[src/rtl/game_turn_controller.sv]
// Turn sequencer for one Connect-N round: drops tokens into the grid, waits for
// the Scoreboard verdict, then hands the turn over or closes the round.
module game_turn_controller #(
    parameter int ROWS         = 4,
    parameter int COLS         = 4,
    parameter int COL_W        = 3,
    parameter int CHECK_CYCLES = 2
) (
    input  logic                     clock,
    input  logic                     reset,
    input  logic                     drop_valid,
    input  logic [COL_W-1:0]         drop_col,
    output logic                     drop_ready,
    output logic                     drop_reject,
    input  logic                     new_round,
    input  logic [1:0]               winner,
    output logic [2*ROWS*COLS-1:0]   game_status,
    output logic                     grid_full,
    output logic [1:0]               current_player,
    output logic                     round_over
);

    localparam int GRID_W = 2 * ROWS * COLS;
    localparam int CNT_W  = $clog2(CHECK_CYCLES + 1);

    typedef enum logic [1:0] {
        WAIT_MOVE,
        PLACE,
        CHECK,
        ROUND_OVER
    } state_t;

    state_t            state_q;
    logic [GRID_W-1:0] grid_q;
    logic [GRID_W-1:0] grid_d;
    logic [COL_W-1:0]  col_q;
    logic [CNT_W-1:0]  cnt_q;
    logic [1:0]        player_q;
    logic [1:0]        start_q;
    logic              reject_q;
    logic              full_q;
    logic              over_q;

    logic              col_in_range;
    logic              col_full;
    logic              all_full;
    logic              placed;

    assign col_in_range = int'(drop_col) < COLS;

    always_comb begin
        col_full = 1'b0;
        for (int c = 0; c < COLS; c++) begin
            if (int'(drop_col) == c) begin
                col_full = grid_q[2*ROWS*c + 2*(ROWS-1) +: 2] != 2'b00;
            end
        end
    end

    // Lowest empty row of the latched column takes the current player's token.
    always_comb begin
        grid_d = grid_q;
        placed = 1'b0;
        for (int c = 0; c < COLS; c++) begin
            if (int'(col_q) == c) begin
                for (int r = 0; r < ROWS; r++) begin
                    if (!placed && grid_q[2*ROWS*c + 2*r +: 2] == 2'b00) begin
                        grid_d[2*ROWS*c + 2*r +: 2] = player_q;
                        placed = 1'b1;
                    end
                end
            end
        end
    end

    always_comb begin
        all_full = 1'b1;
        for (int i = 0; i < ROWS * COLS; i++) begin
            if (grid_q[2*i +: 2] == 2'b00) begin
                all_full = 1'b0;
            end
        end
    end

    always_ff @(posedge clock or posedge reset) begin
        if (reset) begin
            state_q  <= WAIT_MOVE;
            grid_q   <= '0;
            col_q    <= '0;
            cnt_q    <= '0;
            player_q <= 2'b01;
            start_q  <= 2'b01;
            reject_q <= 1'b0;
            full_q   <= 1'b0;
            over_q   <= 1'b0;
        end else begin
            reject_q <= 1'b0;
            if (new_round) begin
                state_q  <= WAIT_MOVE;
                grid_q   <= '0;
                full_q   <= 1'b0;
                over_q   <= 1'b0;
                start_q  <= {start_q[0], start_q[1]};
                player_q <= {start_q[0], start_q[1]};
            end else begin
                case (state_q)
                    WAIT_MOVE: begin
                        if (drop_valid) begin
                            if (!col_in_range || col_full) begin
                                reject_q <= 1'b1;
                            end else begin
                                col_q   <= drop_col;
                                state_q <= PLACE;
                            end
                        end
                    end
                    PLACE: begin
                        grid_q  <= grid_d;
                        cnt_q   <= CNT_W'(CHECK_CYCLES);
                        state_q <= CHECK;
                    end
                    CHECK: begin
                        // A win takes precedence so a winning last move never reads as a draw.
                        if (cnt_q > CNT_W'(1)) begin
                            cnt_q <= cnt_q - 1'b1;
                        end else if (winner != 2'b00) begin
                            over_q  <= 1'b1;
                            state_q <= ROUND_OVER;
                        end else if (all_full) begin
                            full_q  <= 1'b1;
                            over_q  <= 1'b1;
                            state_q <= ROUND_OVER;
                        end else begin
                            player_q <= {player_q[0], player_q[1]};
                            state_q  <= WAIT_MOVE;
                        end
                    end
                    ROUND_OVER: begin
                        state_q <= ROUND_OVER;
                    end
                    default: begin
                        state_q <= WAIT_MOVE;
                    end
                endcase
            end
        end
    end

    assign drop_ready     = (state_q == WAIT_MOVE);
    assign drop_reject    = reject_q;
    assign game_status    = grid_q;
    assign grid_full      = full_q;
    assign current_player = player_q;
    assign round_over     = over_q;

endmodule
[config.mk]
export PLATFORM = sky130hd
export DESIGN_NAME = game_turn_controller
export DESIGN_NICKNAME = d
export VERILOG_FILES = /design/src/rtl/game_turn_controller.sv
export SDC_FILE = /design/constraint.sdc
export NUM_CORES = 1
export LEC_CHECK = 0
export BUFFER_PORTS_ARGS = -buffer_cell sky130_fd_sc_hd__buf_2
export CORE_AREA = 2 2 73 75
export DETAILED_ROUTE_END_ITERATION = 8
export DIE_AREA = 0 0 75 77
export PLACE_DENSITY = 0.71
export SLEW_MARGIN = 20
export SYNTH_ARGS = -nofsm -noshare
export SYNTH_HDL_FRONTEND = slang
export SYNTH_SLANG_ARGS = --single-unit
[constraint.sdc]
create_clock -name clock -period 1.7 [get_ports clock]
set_input_delay 0.255 -clock clock [delete_from_list [all_inputs] [get_ports clock]]
set_output_delay 0.255 -clock clock [all_outputs]
set_load 0.005 [all_outputs]
==> key figures <==
Worst hold path
  – Worst Hold Class: input pin to flip-flop

Floorplanning
  – Die Y: 77 um
  – Die Wd: 75 um
  – Ports: 47
  – Die area: 5775 um^2
  – Initial Util: 43.97%
  – Core outline area: 4977 um^2
  – Row cnt: 26

GRT
  – Total track usage: 18.46%
  – Grt met1 use: 26.96%
  – Routing usage on met2: 26.84%
  – GRT Residual Overflow: 0
  – Initial antenna violation count: 0
  – Vias in the first global route: 1,721
  – Global-route wire length before repair: 8176 um
  – Largest net degree at the start of global routing: 47
  – Top Usage Layer GRT: met1
  – GR Util met3: 4.731%

Power
  – Pwr dens: 885.2 nW/um^2
  – Leakage power: 1.372 nW
  – P_int: 1.775 mW
  – Gate power share: 17.1%
  – Clk pwr share: 32.6%
  – Sw Ratio: 27.12%
  – Tot Pwr: 2.435 mW
  – VDD IR-drop max: 744.1 uV
  – Sequential share of power: 50.3%
  – Psw: 0.6604 mW

Timing
  – Fin. max-slew vios: 0
  – Final worst path period share: 95.94%
  – Total negative setup slack: 0 ps
  – Crit path time final: 1631 ps
  – Fmax: 613.1 MHz
  – Unrepaired setup endpoints after global routing: yes
  – Slew margin rel.: 71.95%
  – Clk_skew: 8.903 ps
  – Endpoints failing setup: 0
  – Final worst setup slack: 69.06 ps
  – Final Hold Vio Count: 0
  – Actual slew at the worst max-slew pin: 417.2 ps

Placed design
  – Worst slack, placed: 38.48 ps
  – DP Wirelength: 3551 um
  – Placed cells: 351
  – I/O Buffers: 46
  – Placer Congestion: 0.7693
  – DP Area: 2600 um^2

Critical path
  – CP Class: flip-flop to flip-flop
  – Critical path peak fanout: 7
  – Setup crit start kind: flip-flop
  – Critical path's largest stage delay: 450 ps
  – Worst setup EP type: flip-flop
  – Cell Chain, Critical Path: o22ai_4 > nor4_4 > a311oi_4 > a221oi_1 > a31oi_1
  – Required time worst endpoint: 1920 ps
  – Arrival time at the worst endpoint: 1850 ps
  – Critical-path top delay cell: dfrtp_1

Logic synthesis
  – Synth cell types: 40
  – Sequential share of the synthesized area: 52.72%
  – Cell Area, Synth: 2188 um^2
  – Synthesized netlist cell count: 227
  – Cell taking the most area after synthesis: dfrtp_1
  – Syn avg cell area: 9.640 um^2
  – Synth top area share: 50.31%
  – Yosys Warn Count: 0
  – Syn_nets: 237
  – Synth Register Bits: 46
  – Area contributors post-synth: dfrtp_1 (50%), nor2_1 (12%), a21oi_1 (6.4%)

Route
  – Wire per inst: 13.47 um
  – Via count: 1,859
  – Routed WL: 4848 um
  – Pre-antenna DRT Iters: 4
  – Iter 0 DRT Violations: 122
  – ANT nets after route: 0
  – Drt drc: 0
  – Vias per std cell: 5.164

Clock network
  – Worst-skew pair later-pin latency: 300 ps
  – TritonCTS Buffers: 5
  – CTS tree: yes
  – # Post-CTS Setup Buffers: 0
  – Htree depth: 2
  – Clk Tree Root Cell: clkbuf_8
  – Clock Tree Buf Depth: 2
  – Clk slew on worst S/H paths: 80 ps
  – CTS Sinks: 46

Final layout
  – Filler Cells Inserted: 432
  – Share of cells above drive strength 1: 32.07%
  – Area delta synth->final: 25.73%
  – Inserted Diodes: 0
  – Post-Layout Cell Count: 360
  – Final instance area: 2751 um^2
  – Fin nets: 299

Run
  – Max cap viols: 0

Status
  – Status: completed
-- worst max-delay path, delay by kind of cell, from the launching register on --
kind	cells	cell delay (ps)
and+or+nand+nor	1	90
DFF	1	450
AOI/OAI and AO/OA	4	1010
-- kinds of logic (layout without fill, tap and decap cells) --
group	count (synthesis)	after routing	share of synthesized area, %
flip-flops	46	46	52.72
AO/OA/AOI/OAI	47	47	15.44
AND/OR/NAND/NOR	116	116	26.76
buffers and inverters	14	77	2.458
multiplexers	3	3	2.058
adder cells (fa/ha/maj)	1	1	0.5717
-- flip-flops by register name, indices dropped and copies added, names as in the netlist --
signal,count
grid_full,1
game_status,32
cnt_q,2
start_q,2
current_player,2
round_over,1
col_q,3
drop_reject,1
state_q,2
-- power by group through the flow --
stage          combinational (mW)  sequential, mW  clock (mW)
3_5_place_dp                0.391            1.24           0
3_3_place_gp                0.386            1.24           0
5_1_grt                     0.468            1.23       0.873
4_1_cts                     0.394            1.22       0.818
2_1_floorplan               0.242            1.24           0
6_report                    0.417            1.22       0.794
-- layer usage --
metal / wire length (um) / up-vias
met1: 2301 / 883
met4: 38 / 0
met2: 2203 / 59
li1: - / 913
met5: 0 / -
met3: 305 / 4
-- worst paths after layout --
kind	from	endpoint	slack, ps	cells past startpoint
hold / removal	drop_valid	drop_reject	220	3
min in group asynchronous	reset	game_status[4]	530	4
setup / recovery	game_status[3]	current_player[0]	70	5
max in group asynchronous	reset	start_q[0]	900	4
hold reg to reg	round_over	round_over	510	1
setup reg to reg	game_status[3]	current_player[0]	70	5
-- Yosys cell counts (all sizes together) --
| library cell | count |
|---|---|
| o22ai | 4 |
| a221oi | 1 |
| nor2b | 5 |
| nand2 | 7 |
| dfstp | 2 |
| nand4 | 1 |
| nand2b | 4 |
| buf | 1 |
| a2111oi | 1 |
| dfrtp | 44 |
| inv | 8 |
| a311oi | 1 |
| clkbuf | 5 |
| mux2 | 2 |
| o31a | 1 |
| ha | 1 |
| nor3 | 12 |
| a21o | 1 |
| o41ai | 1 |
| o21ai | 4 |
| a211oi | 1 |
| a41oi | 1 |
| mux4 | 1 |
| or2 | 2 |
| a21oi | 28 |
| nor4 | 7 |
| o2bb2ai | 1 |
| and3 | 1 |
| nor3b | 1 |
| nor2 | 72 |
| or3 | 2 |
| and2 | 2 |
| a31oi | 2 |
-- area by class of cell --
class	count	area, um^2	share of cell area (%)
Sequential cell	46	1154	41.93
Multi-Input combinational cell	167	1013	36.83
Timing Repair Buffer	61	357.8	13.01
Tap cell	70	87.58	3.183
Clock buffer	5	68.82	2.501
Clock inverter	3	40.04	1.455
Inverter	8	30.03	1.091
-- what timing repair did --
action | 4_1_cts | 5_1_grt
endpoints found under the setup margin | 0 | 9
gates resized for setup | 0 | 7
endpoints found under the hold margin | 35 | 0
hold buffers | 1 | 0
-- layout by cell type (no fill, tap or decap), drive strengths merged, types with 3 or more instances in the layout --
cell    count
dfrtp      44
buf        60
clkinv      3
o21ai       4
clkbuf      5
nor3       12
nor2       72
nand2       7
inv         7
nor4        7
o22ai       4
nor2b       5
nand2b      4
a21oi      28
-- metrics by stage --
stage | utilization, % | hold slack [ps]
floorplan | - | 373.2
global placement | 52.24 | 317.5
detailed placement | 52.24 | 313.8
CTS | 54.63 | 193.7
global route | 55.28 | 208.7
finish | 55.28 | 222.4
(Power assumes the default switching activity.)
